--- config.mk ---
export PLATFORM = sky130hd
export DESIGN_NAME = pla_vec_driver_flat
export DESIGN_NICKNAME = d
export VERILOG_FILES = /design/src/rtl/pla_vec_driver_if.sv /design/src/rtl/pla_vec_driver.sv /design/src/flat_wrapper.sv
export SDC_FILE = /design/constraint.sdc
export NUM_CORES = 1
export LEC_CHECK = 0
export ABC_AREA = 1
export BUFFER_PORTS_ARGS = -buffer_cell sky130_fd_sc_hd__buf_4
export CELL_PAD_IN_SITES_DETAIL_PLACEMENT = 0
export CELL_PAD_IN_SITES_GLOBAL_PLACEMENT = 2
export CORE_MARGIN = 2
export CORE_UTILIZATION = 32
export CTS_BUF_LIST = sky130_fd_sc_hd__clkbuf_2
export CTS_CLUSTER_DIAMETER = 30
export DETAILED_ROUTE_END_ITERATION = 12
export GPL_ROUTABILITY_DRIVEN = 1
export PLACE_DENSITY_LB_ADDON = 0.1
export SETUP_SLACK_MARGIN = 0.2
export SLEW_MARGIN = 20
export SYNTH_ARGS = -nofsm -noshare
export SYNTH_HDL_FRONTEND = slang
export SYNTH_SLANG_ARGS = --single-unit
--- constraint.sdc ---
create_clock -name clk -period 3.58 [get_ports clk]
set_clock_uncertainty 0.15 [all_clocks]
set_input_delay 0.537 -clock clk [delete_from_list [all_inputs] [get_ports clk]]
set_output_delay 0.537 -clock clk [all_outputs]
set_load 0.1 [all_outputs]
--- src/rtl/pla_vec_driver_if.sv ---
// pla_vec_driver_if: bundles the run-control and PLA stimulus/response
// signals of pla_vec_driver.
//   start/mode/seed/num_vec : run request and its configuration
//   vec_out / resp_in       : stimulus to and response from the PLA
//   busy/done               : run status
//   signature               : MISR contents
//   toggle_cnt              : stimulus bit-toggle count, present only when
//                             PLA_VEC_TOGGLE_CNT_EN is defined
// Modports: slave = driver side, master = controller/PLA side.
interface pla_vec_driver_if #(
  parameter int unsigned SIG_W = 16
);
  logic             start;
  logic             mode;
  logic [6:0]       seed;
  logic [7:0]       num_vec;
  logic [6:0]       vec_out;
  logic [2:0]       resp_in;
  logic             busy;
  logic             done;
  logic [SIG_W-1:0] signature;
`ifdef PLA_VEC_TOGGLE_CNT_EN
  logic [15:0]      toggle_cnt;
`endif

  modport slave (
    input  start, mode, seed, num_vec, resp_in,
`ifdef PLA_VEC_TOGGLE_CNT_EN
    output toggle_cnt,
`endif
    output vec_out, busy, done, signature
  );

  modport master (
    output start, mode, seed, num_vec, resp_in,
`ifdef PLA_VEC_TOGGLE_CNT_EN
    input  toggle_cnt,
`endif
    input  vec_out, busy, done, signature
  );
endinterface

--- src/rtl/pla_vec_driver.sv ---
// pla_vec_driver: applies a run of 7-bit stimulus vectors to a PLA
// (exhaustive up-counter or x^7+x^6+1 LFSR) and compresses its 3-bit
// response into a 16-bit MISR signature.
// Ports:
//   clk : clock, rising edge
//   rst : synchronous active-high reset
//   bus : pla_vec_driver_if.slave (start, mode, seed, num_vec, resp_in in;
//         vec_out, busy, done, signature, [toggle_cnt] out)
// Optional feature: define PLA_VEC_TOGGLE_CNT_EN to add the saturating
// stimulus bit-toggle counter on bus.toggle_cnt.
module pla_vec_driver #(
  parameter int unsigned SIG_W = 16
) (
  input  logic               clk,
  input  logic               rst,
  pla_vec_driver_if.slave    bus
);

  typedef enum logic [1:0] {
    IDLE,
    RUN,
    DONE
  } state_t;

  state_t           r_state;
  logic             r_mode;
  logic [8:0]       r_left;   // vectors still to absorb, including current
  logic [6:0]       r_vec;
  logic [SIG_W-1:0] r_sig;
  logic             r_busy;
  logic             r_done;

  logic [6:0]       w_first_vec;
  logic [6:0]       w_next_vec;
  logic [SIG_W-1:0] w_sig_next;

  // An all-zero LFSR would lock up, so a zero seed is replaced by 1.
  assign w_first_vec = (bus.mode && (bus.seed == '0)) ? 7'h01 : bus.seed;

  assign w_next_vec = r_mode ? {r_vec[5:0], r_vec[6] ^ r_vec[5]}
                             : r_vec + 7'd1;

  assign w_sig_next = {r_sig[SIG_W-2:0], 1'b0}
                    ^ (r_sig[SIG_W-1] ? SIG_W'(16'h1021) : '0)
                    ^ SIG_W'(bus.resp_in);

`ifdef PLA_VEC_TOGGLE_CNT_EN
  logic [15:0] r_tog;
  logic [6:0]  w_diff;
  logic [2:0]  w_pop;
  logic [16:0] w_tog_sum;
  logic [15:0] w_tog_next;

  always_comb begin
    w_diff = r_vec ^ w_next_vec;
    w_pop  = '0;
    for (int unsigned i = 0; i < 7; i++) begin
      w_pop = w_pop + {2'b00, w_diff[i]};
    end
    w_tog_sum  = {1'b0, r_tog} + 17'(w_pop);
    w_tog_next = w_tog_sum[16] ? '1 : w_tog_sum[15:0];
  end

  assign bus.toggle_cnt = r_tog;
`endif

  always_ff @(posedge clk) begin
    if (rst) begin
      r_state <= IDLE;
      r_mode  <= 1'b0;
      r_left  <= '0;
      r_vec   <= '0;
      r_sig   <= '0;
      r_busy  <= 1'b0;
      r_done  <= 1'b0;
`ifdef PLA_VEC_TOGGLE_CNT_EN
      r_tog   <= '0;
`endif
    end else begin
      case (r_state)
        IDLE: begin
          r_done <= 1'b0;
          if (bus.start) begin
            r_mode  <= bus.mode;
            r_left  <= (bus.num_vec == '0) ? 9'd256 : {1'b0, bus.num_vec};
            r_vec   <= w_first_vec;
            r_sig   <= '0;
            r_busy  <= 1'b1;
            r_state <= RUN;
`ifdef PLA_VEC_TOGGLE_CNT_EN
            r_tog   <= '0;
`endif
          end
        end
        RUN: begin
          r_sig <= w_sig_next;
          if (r_left == 9'd1) begin
            // Last vector absorbed: hold vec_out, signal completion.
            r_busy  <= 1'b0;
            r_done  <= 1'b1;
            r_state <= DONE;
          end else begin
            r_vec  <= w_next_vec;
            r_left <= r_left - 9'd1;
`ifdef PLA_VEC_TOGGLE_CNT_EN
            r_tog  <= w_tog_next;
`endif
          end
        end
        DONE: begin
          r_done  <= 1'b0;
          r_state <= IDLE;
        end
        default: begin
          r_busy  <= 1'b0;
          r_done  <= 1'b0;
          r_state <= IDLE;
        end
      endcase
    end
  end

  assign bus.vec_out   = r_vec;
  assign bus.signature = r_sig;
  assign bus.busy      = r_busy;
  assign bus.done      = r_done;

endmodule

--- src/flat_wrapper.sv ---
// flat-port wrapper written by rule: the top's interface ports become plain ports
module pla_vec_driver_flat 
#(
  parameter int unsigned SIG_W = 16
)
  (clk, rst, bus_start, bus_mode, bus_seed, bus_num_vec, bus_resp_in, bus_vec_out, bus_busy, bus_done, bus_signature);
  pla_vec_driver_if #(.SIG_W(SIG_W)) bus_i ();
  input  logic clk;
  input  logic rst;
  input wire logic [$bits(bus_i.start)-1:0] bus_start;
  input wire logic [$bits(bus_i.mode)-1:0] bus_mode;
  input wire logic [$bits(bus_i.seed)-1:0] bus_seed;
  input wire logic [$bits(bus_i.num_vec)-1:0] bus_num_vec;
  input wire logic [$bits(bus_i.resp_in)-1:0] bus_resp_in;
  output wire logic [$bits(bus_i.vec_out)-1:0] bus_vec_out;
  output wire logic [$bits(bus_i.busy)-1:0] bus_busy;
  output wire logic [$bits(bus_i.done)-1:0] bus_done;
  output wire logic [$bits(bus_i.signature)-1:0] bus_signature;
  assign bus_i.start = bus_start;
  assign bus_i.mode = bus_mode;
  assign bus_i.seed = bus_seed;
  assign bus_i.num_vec = bus_num_vec;
  assign bus_i.resp_in = bus_resp_in;
  assign bus_vec_out = bus_i.vec_out;
  assign bus_busy = bus_i.busy;
  assign bus_done = bus_i.done;
  assign bus_signature = bus_i.signature;
  pla_vec_driver #(.SIG_W(SIG_W)) u_core (.clk(clk), .rst(rst), .bus(bus_i));
endmodule
== Word level (Yosys, flattened, before mapping) ==
Index checks and enable logic that the tools add are counted.
Cells by class
  mux-type cells: 18
  reduce and logical (&&, ||, !) cells: 11
  bitwise operators: 5
  equality and inequality tests: 6
  add/sub/neg operators: 2
Operator list (number)
  one-hot mux 16 bit (2 select lines): 1
  two-way mux 7 bit: 4
  two-way mux 9 bit: 3
  one-hot mux 9 bit (2 select lines): 1
  two-way mux 16 bit: 1
  XOR 16 bit: 1
  XOR 16 x 3 -> 16 bit: 1
  one-hot mux 7 bit (2 select lines): 1
  two-way mux 13 bit: 1
  equality test 9 x 1 -> 1 bit (second input constant): 1
  subtractor 9 x 1 -> 9 bit (second input constant): 1
  logical NOT 8 bit: 1
  adder 7 x 1 -> 7 bit (second input constant): 1
  logical NOT 7 bit: 1
  AND reduction 2 bit: 3
  AND reduction 3 bit: 2
  two-way mux 2 bit: 2
  != test 2 bit (second input constant): 2
  one-hot mux 2 bit (2 select lines): 1
  one-hot mux 1 bit (3 select lines): 1
  equality test 2 x 1 -> 1 bit (second input constant): 1
  equality test 2 bit (second input constant): 1
  logical NOT 2 bit: 1
  two-way mux 1 bit: 2
  other kinds (6): 7
Word-level totals
  output and inout bits: 25
  bits in registers: 37
  logic and storage cells: 49

== Longest topological paths before layout ==
Gate-level depths: netlist (run 1).
  depth after elaboration: 5
  gate-level depth with buffers: 11
  depth with buffers taken out: 11

== Least setup slack after synthesis (run 1) ==
Ideal clock, no wire load.
  path type: register to register
  from: reg u_core.r_vec[0] (netlist: u_core.bus.vec_out[0])
  to: reg u_core.r_vec[4] (netlist: u_core.bus.vec_out[4])
  path buffers: 0
  cell stages (with the launch flop): 9
  required time: 3.314 ns
  arrival time: 1.811 ns
  clock period less this slack: 2.076 ns
  slack: 1.504 ns
  path through: dfxtp_1 ha_1 nand2_1 nand2_1 nand2_1 nand2_1 nand3_1 nand4_1 nand2_1
On the way
  longest elaborated chain between the ends: 4
RTL lines
  start, declared: line pla_vec_driver.sv:28  | logic [6:0] r_vec;
  start signal, assigned: line pla_vec_driver.sv:86  | r_vec <= w_first_vec;
  start signal, assigned: line pla_vec_driver.sv:103  | r_vec <= w_next_vec;
  adder 7 x 1 -> 7 bit: line pla_vec_driver.sv:41  | : r_vec + 7'd1;
  two-way mux 7 bit: line pla_vec_driver.sv:40  | assign w_next_vec = r_mode ? {r_vec[5:0], r_vec[6] ^ r_vec[5]}
  two-way mux 7 bit: line pla_vec_driver.sv:97  | if (r_left == 9'd1) begin
  one-hot mux 7 bit (2 select lines): line pla_vec_driver.sv:80  | case (r_state)
No other way between the ends. The select of a mux whose other input is x is not followed.
A chain may end at the register's enable or synchronous reset.

== Worst setup path after layout (run 1) ==
  from: reg u_core.r_sig[15] (netlist: u_core.bus.signature[15])
  to: out bus_signature[15]
RTL lines
  start, declared: line pla_vec_driver.sv:29  | logic [SIG_W-1:0] r_sig;
  start signal, assigned: line pla_vec_driver.sv:96  | r_sig <= w_sig_next;
  end, declared: line flat_wrapper.sv:18  | output wire logic [$bits(bus_i.signature)-1:0] bus_signature;
No word-level cell between the ends.

==> flow_metrics.env, run 1 <==
export IMPL_reg2reg_to="u_core.bus.signature[1]"
export IMPL_fin_tns_setup_ns=0
export IMPL_hpwl_um=3970
export IMPL_synth_top_area_share_pct=36.6
export IMPL_reg2reg_from="u_core.r_state[0]"
export IMPL_path_cells="buf_4"
export IMPL_dpl_cell_count=406
export IMPL_synth_cell_types=28
export IMPL_grt_pass1_wl_um=9240
export IMPL_post_cts_buffers=0
export IMPL_postCtsResizedCells=0
export IMPL_cp_arrival_ns=1.24
export IMPL_fin_crit_ns=1.93
export IMPL_finalWeightedCongestion=0.796
export IMPL_synth_area_leaders="dfxtp_1 37%, nand2_1 14%, nor2_1 8.2%"
export IMPL_leakagePower_nw=1.13
export IMPL_slew_violations=0
export IMPL_crit_slowest_cell="dfxtp_1"
export IMPL_io_buffers=46
export IMPL_async_reset_ff_share_pct=0
export IMPL_clock_latency_ns=0.40
export IMPL_drive_above_1_share_pct=25.4
export IMPL_grt_overflow_total=0
export IMPL_die_area_mm2=0.00698
export IMPL_vias=1981
export IMPL_dieWidth_um=83.5
export IMPL_synth_adder_area_share_pct=1.85
export IMPL_rows=28
export IMPL_reg2reg_slack_ns=1.71
export IMPL_holdBufCountCts=0
export IMPL_finish_net_count=363
export IMPL_syn_inst=295
export IMPL_finalCritPeriodShare_pct=53.8
export IMPL_crit_family="flip-flops"
export IMPL_netlist_area_mm2=0.00202
export IMPL_yosys_area_share_simple_pct=35.8
export IMPL_ys_ff_latch=37
export IMPL_grt_pass1_vias=1855
export IMPL_dieHeight_um=83.5
export IMPL_final_cells=414
export IMPL_ctsHtreeMaxLevel=2
export IMPL_clock_sinks=37
export IMPL_fin_util_pct=40.5
export IMPL_grt_max_degree=34
export IMPL_grt_util_all_layers_pct=16.0
export IMPL_cts_root_buf="clkbuf_2"
export IMPL_ant_nets=0
export IMPL_synth_top_family_by_area="simple AND/OR/NAND/NOR gates"
export IMPL_path_clk_slew_ns=0.20
export IMPL_vias_per_cell=4.79
export IMPL_cts_tree="done"
export IMPL_fmax_ghz=0.519
export IMPL_antenna_cells=0
export IMPL_synth_common_cells="73 x nand2_1, 44 x nor2_1, 37 x dfxtp_1"
export IMPL_syn_nets=320
export IMPL_firstDrtPassIters=4
export IMPL_drv_cap=0
export IMPL_crit_required_ns=2.89
export IMPL_synthFlopType="dfxtp_1"
export IMPL_min_from="bus_seed[1]"
export IMPL_setup_violations_final=0
export IMPL_min_to="u_core.bus.vec_out[1]"
export IMPL_design_area_mm2=0.00244
export IMPL_yosysWarnings=0
export IMPL_max_slew_worst_pin_slew_ns=0.550
export IMPL_synth_area_per_cell_um2=6.86
export IMPL_wl_per_cell_um=13.3
export IMPL_numCtsBuffers=5
export IMPL_relSlewSlack_pct=63.4
export IMPL_synth_compound_area_share_pct=17.1
export IMPL_seq_area_frac_synth_pct=36.6
export IMPL_cp_max_fo=8
export IMPL_start_kind="flip-flop"
export IMPL_final_hold_viol_count=0
export IMPL_drc_errors=0
export IMPL_min_path_cells=3
export IMPL_criticalPathCategory="reg2out"
export IMPL_synth_most_common_cell="nand2_1"
export IMPL_ios=47
export IMPL_synth_edff_count=0
export IMPL_clk_path_buf_depth=2
export IMPL_peakVddDrop_uv=209
export IMPL_synth_xor_area_share_pct=0
export IMPL_core_mm2=0.00603
export IMPL_rsz0062_at_grt="false"
export IMPL_drtIter0Drc=64
export IMPL_muxShareOfSynthArea_pct=0
export IMPL_status="complete, no violations"
export IMPL_power_density_mw_per_mm2=430
export IMPL_max_stage_delay_ns=0.50
export IMPL_syn_to_final_growth_pct=20.6
export IMPL_dpl_cell_area_mm2=0.00240
export IMPL_synth_top_area_cell="dfxtp_1"
export IMPL_antenna_found_initial=0
export IMPL_crit_buf_inv=1
export IMPL_wl_um=5500
export IMPL_r2r_cells=6
export IMPL_cp_end_kind="output pin"
export IMPL_start_util_pct=33.6
export IMPL_hp_class="in2reg"
[sequential cells by signal, indices dropped and copies added (netlist names)]
signal                flops
u_core.r_mode             1
u_core.r_left             9
u_core.r_state            2
u_core.bus.vec_out        7
u_core.bus.signature     16
u_core.bus.done           1
u_core.bus.busy           1
[area by class of cell]
cell class | instances | area, um^2
clock inverter | 3 | 17.5
timing repair buffer | 46 | 345
sequential | 37 | 741
clock buffer | 5 | 25.0
fill | 707 | 3580
multi-input combinational | 219 | 1110
inverter | 29 | 111
tap | 75 | 93.8
[cells by family (layout without fill, tap and decap cells)]
| family | after synthesis | after routing |
|---|---|---|
| AOI/OAI and AO/OA | 59 | 59 |
| adders and majority gates | 3 | 3 |
| buffers and inverters | 39 | 83 |
| DFF | 37 | 37 |
| and+or+nand+nor | 157 | 157 |
[per-stage QoR]
step,power [mW],setup slack [ns],hold WS [ns]
floorplan,0.777,1.50,0.280
detailed placement,0.865,1.74,0.301
global placement,0.870,1.72,0.291
global route,1.12,1.55,0.266
finish,1.05,1.65,0.265
CTS,1.06,1.63,0.237
[cells in the final DEF (no fill, tap or decap), types with 2 or more instances in the layout]
master	n
nand3_1	18
nor2_8	2
dfxtp_1	37
inv_1	17
or2_2	2
inv_2	10
a21oi_1	19
nor2_1	44
clkbuf_2	5
ha_1	3
nor2_4	2
buf_4	46
a21oi_2	5
o21ai_1	5
nand2_4	2
nand2_1	73
nand4_1	4
clkinv_1	2
o21ai_0	17
a22oi_1	11
nand2_2	8
[report_power, final]
| group | internal [mW] | total (mW) | switching (mW) |
|---|---|---|---|
| logic | 0.107 | 0.377 | 0.270 |
| clock network | 0.0462 | 0.195 | 0.149 |
| registers | 0.442 | 0.477 | 0.0348 |
| total | 0.595 | 1.05 | 0.454 |
[metal layers]
layer	track usage, %	routed length, um	part of all wire (%)	vias up
li1	-	-	-	1041
met5	0	0	0	-
met3	3.36	246	4.5	7
met4	4.11	74	1.3	0
met1	20.3	2590	47	888
met2	27.8	2580	47	45
[how the worst max path moves through the flow]
stage                     cells past startpoint                     start                       to  slack, ns
after global placement                        6         u_core.r_state[0]  u_core.bus.signature[1]       1.72
final                                         1  u_core.bus.signature[15]        bus_signature[15]       1.65
after CTS                                     1  u_core.bus.signature[15]        bus_signature[15]       1.63
after global routing                          6         u_core.r_state[0]  u_core.bus.signature[1]       1.55
after detailed placement                      6         u_core.r_state[0]  u_core.bus.signature[1]       1.74
after floorplan                               8     u_core.bus.vec_out[0]    u_core.bus.vec_out[4]       1.50
No activity file was read; power rests on OpenSTA's default activity.
==> run 2: changes to the inputs <==
CORE_UTILIZATION = 27   (was 32)
clock period = 1.7 ns   (was 3.58 ns; I/O delays follow)
==> flow_metrics.env, run 2 (same netlist as run 1, synthesis figures left out) <==
export IMPL_hp_class="in2reg"
export IMPL_drive_above_1_share_pct=39.4
export IMPL_ctsHtreeMaxLevel=2
export IMPL_grt_util_all_layers_pct=14.7
export IMPL_start_kind="flip-flop"
export IMPL_firstDrtPassIters=4
export IMPL_wl_um=6120
export IMPL_grt_pass1_vias=2021
export IMPL_clk_path_buf_depth=2
export IMPL_clock_latency_ns=0.40
export IMPL_setup_ws_ns=0.205
export IMPL_min_to="u_core.r_left[2]"
export IMPL_setup_violations_final=0
export IMPL_pre_cts_ws_ns=0.0757
export IMPL_syn_to_final_growth_pct=47.7
export IMPL_final_hold_viol_count=0
export IMPL_wl_per_cell_um=13.3
export IMPL_vias_per_cell=4.50
export IMPL_drtIter0Drc=47
export IMPL_io_buffers=46
export IMPL_antenna_found_initial=0
export IMPL_cp_arrival_ns=1.66
export IMPL_relSlewSlack_pct=66.6
export IMPL_drc_errors=0
export IMPL_criticalPathCategory="reg2reg"
export IMPL_power_density_mw_per_mm2=804
export IMPL_ant_nets=0
export IMPL_vias=2081
export IMPL_slew_violations=0
export IMPL_r2r_cells=9
export IMPL_fmax_ghz=0.669
export IMPL_path_clk_slew_ns=0.18
export IMPL_cp_end_kind="flip-flop"
export IMPL_ios=47
export IMPL_cts_tree="done"
export IMPL_reg2reg_from="u_core.r_left[0]"
export IMPL_fillers=803
export IMPL_dieHeight_um=90.6
export IMPL_max_slew_worst_pin_slew_ns=0.500
export IMPL_grt_pass1_wl_um=9730
export IMPL_grt_max_degree=22
export IMPL_crit_required_ns=1.86
export IMPL_finalCritPeriodShare_pct=87.9
export IMPL_cp_max_fo=8
export IMPL_min_from="bus_num_vec[2]"
export IMPL_antenna_cells=0
export IMPL_status="complete, no violations"
export IMPL_min_path_cells=5
export IMPL_rows=31
export IMPL_numCtsBuffers=5
export IMPL_dieWidth_um=90.6
export IMPL_cts_root_buf="clkbuf_2"
export IMPL_drv_cap=0
export IMPL_leakagePower_nw=1.32
export IMPL_finalWeightedCongestion=0.764
export IMPL_fin_crit_ns=1.49
export IMPL_reg2reg_slack_ns=0.21
export IMPL_start_util_pct=27.9
export IMPL_rsz0062_at_grt="true"
export IMPL_layout_commonest_cell="nand2_1"
export IMPL_peakVddDrop_uv=260
export IMPL_grt_overflow_total=0
export IMPL_largest_reg_flops=16
export IMPL_fin_tns_setup_ns=0
export IMPL_clock_sinks=37
export IMPL_mostFrequentLayoutCells="72 x nand2_1, 41 x nor2_1, 32 x buf_4"
export IMPL_finish_net_count=387
export IMPL_reg2reg_to="u_core.r_left[0]"
export IMPL_hpwl_um=4260
export IMPL_die_area_mm2=0.00821
export IMPL_core_mm2=0.00725
-- run 2: cell types whose count changed in the layout (fill, tap and decap cells not counted), sizes merged --
cell	previous run	this run
dlygate4sd3	0	9
buf	46	60
nor2	48	49
clkbuf	5	6
clkinv	4	3
-- run 2: final cells by class --
type / count / area [um^2] / area share (%)
Sequential cell: 37 / 802 / 26.8
Inverter: 29 / 118 / 3.93
Multi-Input combinational cell: 220 / 1170 / 39.2
Clock buffer: 6 / 30.0 / 1.00
Clock inverter: 2 / 10.0 / 0.335
Timing Repair Buffer: 69 / 734 / 24.6
Tap cell: 99 / 124 / 4.14
-- run 2: worst max path at each step --
| stage | startpoint | endpoint | slack [ns] | depth (start not counted) |
|---|---|---|---|---|
| 3_3_place_gp | u_core.r_left[0] | u_core.bus.vec_out[0] | 0.12 | 10 |
| 3_5_place_dp | u_core.r_left[0] | u_core.r_left[7] | 0.08 | 10 |
| 2_1_floorplan | u_core.bus.vec_out[1] | u_core.bus.vec_out[6] | 0.20 | 8 |
| 6_report | u_core.r_left[0] | u_core.r_left[0] | 0.21 | 9 |
| 4_1_cts | u_core.r_left[1] | u_core.r_left[0] | 0.17 | 10 |
| 5_1_grt | u_core.r_left[0] | u_core.bus.vec_out[1] | 0.06 | 9 |
-- run 2: per-stage QoR --
| stage | hold WS (ns) | area (um^2) | utilization (%) | total power [mW] | instances |
|---|---|---|---|---|---|
| 6_report | 0.0460 | 2990 | 41.2 | 2.40 | 462 |
| 2_1_floorplan | 0.272 | 2050 | - | 1.64 | 295 |
| 3_3_place_gp | 0.307 | 2490 | 34.3 | 1.87 | 435 |
| 5_1_grt | 0.0233 | 2990 | 41.2 | 2.55 | 462 |
| 3_5_place_dp | 0.298 | 2490 | 34.3 | 1.86 | 435 |
| 4_1_cts | 0.00819 | 2800 | 38.7 | 2.36 | 456 |
-- run 2: power by group --
group | internal, mW | switching (mW)
sequential | 0.939 | 0.0881
combinational | 0.350 | 0.614
clock | 0.103 | 0.308
-- run 2: routing by layer --
layer | vias to the layer above | part of all wire [%] | track usage, %
li1 | 1094 | - | -
met1 | 943 | 48 | 18.3
met2 | 36 | 48 | 25.3
met3 | 8 | 3.3 | 2.67
met4 | 0 | 1.3 | 5.00
met5 | - | 0 | 0
-- run 2: timing repair --
| item | CTS | global route |
|---|---|---|
| endpoints found under the hold margin | 8 | 1 |
| setup endpoints to repair | 46 | 46 |
| gates resized for setup | 45 | 44 |
| pin swaps | 11 | 15 |
| hold buffers | 8 | 1 |
| setup buffers | 5 | 4 |
| gates cloned | 0 | 1 |
-- run 2: critical path: stages (launching register included) --
cell and delay (ns):
dfxtp_4 0.42, ha_4 0.13, nand2_2 0.04, nor2_2 0.10, nand2_2 0.08, nand2_4 0.09, nand2_8 0.06, nor2_4 0.19
nand2_1 0.08, o21ai_0 0.08
